**src/rtl/perip_timecmp.sv**
```systemverilog
// Machine-timer peripheral: 64-bit microsecond mtime, staged 64-bit mtimecmp and a level irq.
// Defining PERIP_TIMECMP_MTIME_WRITE_EN adds staged bus writes to mtime (CTRL bit3 = t_staged).
`ifndef DATA_BUS
`define DATA_BUS [31:0]
`endif

module perip_timecmp #(
    parameter int unsigned CLK_DIV   = 50,
    parameter logic [63:0] CMP_RESET = 64'hffff_ffff_ffff_ffff
) (
    input  logic           clk,
    input  logic           rst,
    input  logic           ena,
    input  logic           rw,
    input  logic `DATA_BUS addr,
    output logic `DATA_BUS rdata,
    input  logic `DATA_BUS wdata,
    output logic           irq
);

    localparam logic [2:0]  SEL_MTIME_LO = 3'd0;
    localparam logic [2:0]  SEL_MTIME_HI = 3'd1;
    localparam logic [2:0]  SEL_CMP_LO   = 3'd2;
    localparam logic [2:0]  SEL_CMP_HI   = 3'd3;
    localparam logic [2:0]  SEL_CTRL     = 3'd4;
    localparam logic [15:0] PRE_MAX      = 16'(CLK_DIV - 1);

    logic [15:0] pre;
    logic [63:0] mtime;
    logic [63:0] mtimecmp;
    logic [31:0] stage_lo;
    logic [31:0] snap_hi;
    logic        cmp_staged;
    logic        irq_en;
    logic        pending;
    logic        t_bit;
    logic [2:0]  sel;
    logic        wr;
    logic        tick;
    logic        cond;
    logic        addr_unused;

    assign sel         = addr[4:2];
    assign wr          = ena & rw;
    assign tick        = (pre == PRE_MAX);
    assign cond        = (mtime >= mtimecmp);
    assign addr_unused = ^{addr[31:5], addr[1:0]};

`ifdef PERIP_TIMECMP_MTIME_WRITE_EN
    logic [31:0] stage_t;
    logic        t_staged;
    assign t_bit = t_staged;
`else
    assign t_bit = 1'b0;
`endif

    always_ff @(posedge clk) begin
        if (rst) begin
            pre        <= '0;
            mtime      <= '0;
            mtimecmp   <= CMP_RESET;
            stage_lo   <= '0;
            cmp_staged <= 1'b0;
            snap_hi    <= '0;
            irq_en     <= 1'b0;
            pending    <= 1'b0;
            irq        <= 1'b0;
`ifdef PERIP_TIMECMP_MTIME_WRITE_EN
            stage_t    <= '0;
            t_staged   <= 1'b0;
`endif
        end else begin
            pre <= tick ? 16'd0 : pre + 16'd1;
            if (tick) begin
                mtime <= mtime + 64'd1;
            end
`ifdef PERIP_TIMECMP_MTIME_WRITE_EN
            // Later assignments win, so a bus write overrides a same-cycle tick.
            if (wr && sel == SEL_MTIME_LO) begin
                stage_t  <= wdata;
                t_staged <= 1'b1;
            end
            if (wr && sel == SEL_MTIME_HI) begin
                mtime    <= t_staged ? {wdata, stage_t} : {wdata, mtime[31:0]};
                pre      <= '0;
                t_staged <= 1'b0;
            end
`endif
            // The high word is frozen when the low word is read so 64-bit reads never tear.
            if (ena && !rw && sel == SEL_MTIME_LO) begin
                snap_hi <= mtime[63:32];
            end
            if (wr && sel == SEL_CMP_LO) begin
                stage_lo   <= wdata;
                cmp_staged <= 1'b1;
            end
            if (wr && sel == SEL_CMP_HI) begin
                if (cmp_staged) begin
                    mtimecmp <= {wdata, stage_lo};
                end else begin
                    mtimecmp[63:32] <= wdata;
                end
                cmp_staged <= 1'b0;
            end
            if (wr && sel == SEL_CTRL) begin
                irq_en <= wdata[0];
            end
            // Stage boundary: compare result registered on current register values.
            pending <= cond;
            irq     <= irq_en & cond;
        end
    end

    always_comb begin
        rdata = '0;
        case (sel)
            SEL_MTIME_LO: rdata = mtime[31:0];
            SEL_MTIME_HI: rdata = snap_hi;
            SEL_CMP_LO:   rdata = mtimecmp[31:0];
            SEL_CMP_HI:   rdata = mtimecmp[63:32];
            SEL_CTRL:     rdata = {28'd0, t_bit, cmp_staged, pending, irq_en};
            default:      rdata = '0;
        endcase
    end

endmodule

```
**config.mk**
```make
export PLATFORM = sky130hd
export DESIGN_NAME = perip_timecmp
export DESIGN_NICKNAME = d
export VERILOG_FILES = /design/src/rtl/perip_timecmp.sv
export SDC_FILE = /design/constraint.sdc
export NUM_CORES = 1
export LEC_CHECK = 0
export ABC_AREA = 1
export BUFFER_PORTS_ARGS = -buffer_cell sky130_fd_sc_hd__buf_4
export CAP_MARGIN = 20
export CORE_MARGIN = 1.5
export CORE_UTILIZATION = 30
export CTS_CLUSTER_SIZE = 20
export DETAILED_ROUTE_END_ITERATION = 10
export GPL_TIMING_DRIVEN = 0
export PLACE_DENSITY = 0.5
export SYNTH_ARGS = -nofsm -noshare
export SYNTH_HDL_FRONTEND = slang
export SYNTH_SLANG_ARGS = --single-unit
```
**constraint.sdc**
```tcl
create_clock -name clk -period 2.1 [get_ports clk]
set_input_delay 0.42 -clock clk [delete_from_list [all_inputs] [get_ports clk]]
set_output_delay 0.42 -clock clk [all_outputs]
set_load 0.1 [all_outputs]
```
==> results summary <==
The run finished with clean final reports. The worst clock skew is 14.03 ps. The total number of vias is 11893. The mean post-synth cell area is 7.057 sq um. The slack of the critical path came out at 16.69 ps. The number of global-route vias before repair came to 10974. In this run the cell area of the synthesized design comes to 11670 sq um. The floorplan step set the die height to 200.3 um. The core region is 38560 sq um. Walking the worst path, the cells encountered are buf_8 -> inv_4 -> nor3_4 -> buf_6 -> buf_6 -> clkbuf_16 -> a22oi_2 -> o221ai_2 -> buf_8. The number of register bits inferred by synthesis is 212.

The largest driver fanout on the critical path came out at 5. The number of nets produced by synthesis is 1789. The number of inserted diodes came out at 0. The summed negative setup slack over all endpoints is 0 ps. The clock sink total is 212. The distinct cell type count of the synthesized netlist is 46. The utilization after layout is 38.96%. After detailed routing, the number of vias per cell comes to 5.157.

The start-to-end type of the worst setup path is primary input to output port. The routed wire length per instance came out at 20.99 um. The setup slack after placement is -895.8 ps. The tightest hold margin is 102.4 ps. For this block, the routed nets add up to 48400 um of wire.

The area added between synthesis and finish is 28.70%. The effective utilization at floorplan is 30.27%. The clock network latency to the later pin of the worst-skew pair is 560 ps.

The number of antenna violations at the first check in global routing is 1. At the end of routability-driven placement, the weighted congestion stood at 0.9329. The worst vdd rail ir drop is 0.5073 mV.

For this design, the slowest cell found on the critical path is sky130_fd_sc_hd__a22oi_2. The transition time at the pin with the least slew margin came out at 941.9 ps. Sequential elements use 36.36% of the synthesized area. Counting flops with a built-in enable in the synthesized netlist gives 0. Setup violations remaining at the end of the flow were counted as 0. Before antenna repair, the detailed router went through 5 iterations. The clock transition time at the flip-flop clock pins of the worst setup and hold paths is 60 ps.

The fraction of synthesis flops using an asynchronous set or reset pin came out at 0%. The max-cap violation count came out at 0. Row generation in the floorplan step produced 72 rows. The shortest period the worst path allows is 2083 ps. Measured against its own limit, the worst slew margin works out to 37.20%. The tree is rooted in a sky130_fd_sc_hd__clkbuf_16. The die covers 40100 sq um. The Yosys step of the flow raised 0 warnings. The number of max-slew violations in the final report is 0.

The worst hold path belongs to the class primary input to flop. The total congestion overflow after global routing came out at 0. After detailed routing, the number of remaining DRC violations is 0. The top flip-flop cell by instance count after synthesis is sky130_fd_sc_hd__dfxtp_1. The power density over cell area is 684.5 nW/um^2. From left edge to right edge, the die measures 200.3 um.

After the first detailed-routing iteration, the DRC count stood at 779. Among cell families on the critical path, the largest total delay comes from buffers and inverters. The required time at the worst-slack endpoint is 1680 ps. The arrival time reported for the critical path endpoint is 1660 ps. The TritonCTS buffer count is 26.

The maximum buffer depth of the clock tree came out at 3. Setup repair after global routing could not meet its margin everywhere. The total buffers and inverters traversed by the critical path is 6. The count of input and output buffers is 71. STA classifies the critical path endpoint as an output port. The fraction of final layout cells with drive strength greater than 1 is 17.90%.

The startpoint type of the worst setup path is a primary input. The synthesized instance count is 1654. The number of top-level pins is 101. The number of failing hold endpoints at the final stage came out at 0. TritonCTS built the clock tree.

The maximum number of pins on one net before global-route repair is 13. The largest single stage delay on the critical path is 230 ps. Summed over all cells, the static leakage comes to 6.119 nW.

The post-route total power is 10.28 mW. The final layout contains 1903 nets. The number of H-tree levels is 1. The final worst-path cycle share is 99.21%.

The global-route wire length before repair came out at 70250 um. The post-DP HPWL came out at 38590 um. Hold repair after CTS inserted 0 buffers.

The count of nets left with antenna violations after detail routing is 0. The aggregate global-route resource usage is 23.38%. Static timing analysis puts the maximum clock frequency at 480.0 MHz.
[kinds of logic (layout without fill, tap and decap cells)]
logic type	count (synthesis)	in the layout	synth area share, %
xor gates and xnor gates	24	24	1.801
adders and majority gates	67	67	7.182
DFF	212	212	36.36
buffers and inverters	260	394	8.704
and+or+nand+nor	727	727	27.15
AOI/OAI and AO/OA	364	364	18.80
[cells in the final DEF, fill, tap and decap left out, types with 13 or more instances in the layout]
cell	instances
sky130_fd_sc_hd__a22oi_1	15
sky130_fd_sc_hd__o211ai_1	67
sky130_fd_sc_hd__buf_4	49
sky130_fd_sc_hd__nor3_1	23
sky130_fd_sc_hd__dfxtp_1	199
sky130_fd_sc_hd__ha_1	65
sky130_fd_sc_hd__nor3_4	14
sky130_fd_sc_hd__clkbuf_16	28
sky130_fd_sc_hd__a21oi_1	151
sky130_fd_sc_hd__nand2_1	402
sky130_fd_sc_hd__buf_6	32
sky130_fd_sc_hd__inv_1	172
sky130_fd_sc_hd__nor3_2	14
sky130_fd_sc_hd__o221ai_4	17
sky130_fd_sc_hd__nor2_2	13
sky130_fd_sc_hd__xor2_1	24
sky130_fd_sc_hd__nand4_1	18
sky130_fd_sc_hd__nor2_1	124
sky130_fd_sc_hd__buf_2	16
sky130_fd_sc_hd__inv_2	17
sky130_fd_sc_hd__o21ai_0	73
sky130_fd_sc_hd__a22oi_2	14
sky130_fd_sc_hd__clkbuf_1	35
sky130_fd_sc_hd__clkbuf_8	14
sky130_fd_sc_hd__nand3_1	77
[routing by layer]
layer / wire length, um / part of all wire [%] / GRT usage, % / vias up
met2: 21470 / 44 / 37.00 / 346
met5: 12 / 0.025 / 0 / -
met4: 1732 / 3.6 / 7.707 / 2
met1: 22250 / 46 / 32.10 / 5667
li1: - / - / - / 5800
met3: 2934 / 6.1 / 4.116 / 78
[cell type report]
cell class,count,area (sq um)
fillers,4093,23540
multi-input cells,1182,7141
flip-flops and latches,212,4263
repair buffers,86,855.8
clock buffers,38,797.0
inverters,194,739.5
well taps,518,648.1
plain buffers,66,391.6
clock inverters,10,186.4
[metrics by stage]
stage / instance area [sq um] / std cells
3_5_place_dp: 13230 / 2243
5_1_grt: 15020 / 2306
2_1_floorplan: 12050 / 1654
4_1_cts: 14620 / 2297
6_report: 15020 / 2306
3_3_place_gp: 13230 / 2243
[tightest hold or removal path: stages]
cell and delay [ps]:
sky130_fd_sc_hd__buf_4 90, sky130_fd_sc_hd__nand2_1 40, sky130_fd_sc_hd__o211ai_1 60
[path summary, 6_finish.rpt]
path | startpoint | endpoint | slack [ps] | cells past startpoint
worst max register to register | mtime[16]$_SDFFE_PP0P_ | mtime[58]$_SDFFE_PP0P_ | 90 | 9
worst min-delay path | wdata[16] | mtimecmp[48]$_SDFFE_PP1P_ | 100 | 3
worst max-delay path | addr[2] | rdata[10] | 20 | 9
worst min register to register | stage_lo[24]$_SDFFE_PP0P_ | stage_lo[24]$_SDFFE_PP0P_ | 460 | 2
[registers in the layout (all words and copies together) (netlist names)]
name / count
cmp_staged: 1
irq_en: 1
pending: 1
pre: 16
stage_lo: 32
snap_hi: 32
mtime: 64
irq: 1
mtimecmp: 64
[cell usage after synthesis, drive strengths merged, types with 3 or more instances]
cell type	count	area (sq um)
nor3	51	311.6
buf	24	127.6
nor2	147	631.9
inv	192	720.7
ha	67	838.3
dfxtp	212	4244
o21ai	77	385.4
nand2	415	1573
xor2	24	210.2
clkbuf	42	158.9
or2	3	18.77
a21oi	152	760.7
a22oi	29	217.7
o221ai	25	219.0
nand4	19	125.1
o211ai	67	503.0
nor4	4	25.02
nor3b	3	22.52
o21a	5	37.54
nand3	83	447.9
[power breakdown]
part	leakage, nW	internal (mW)	switching, mW	total [mW]
clock	0.485	3.24	1.91	5.16
sequential	1.72	4.06	0.0300	4.09
combinational	3.91	0.304	0.732	1.04
[repair_timing]
item,CTS,global route
setup endpoints to repair,49,73
pin swaps,3,15
gates cloned,1,1
setup buffers,5,8
gates resized for setup,88,90
No activity file was read; power rests on OpenSTA's default activity.
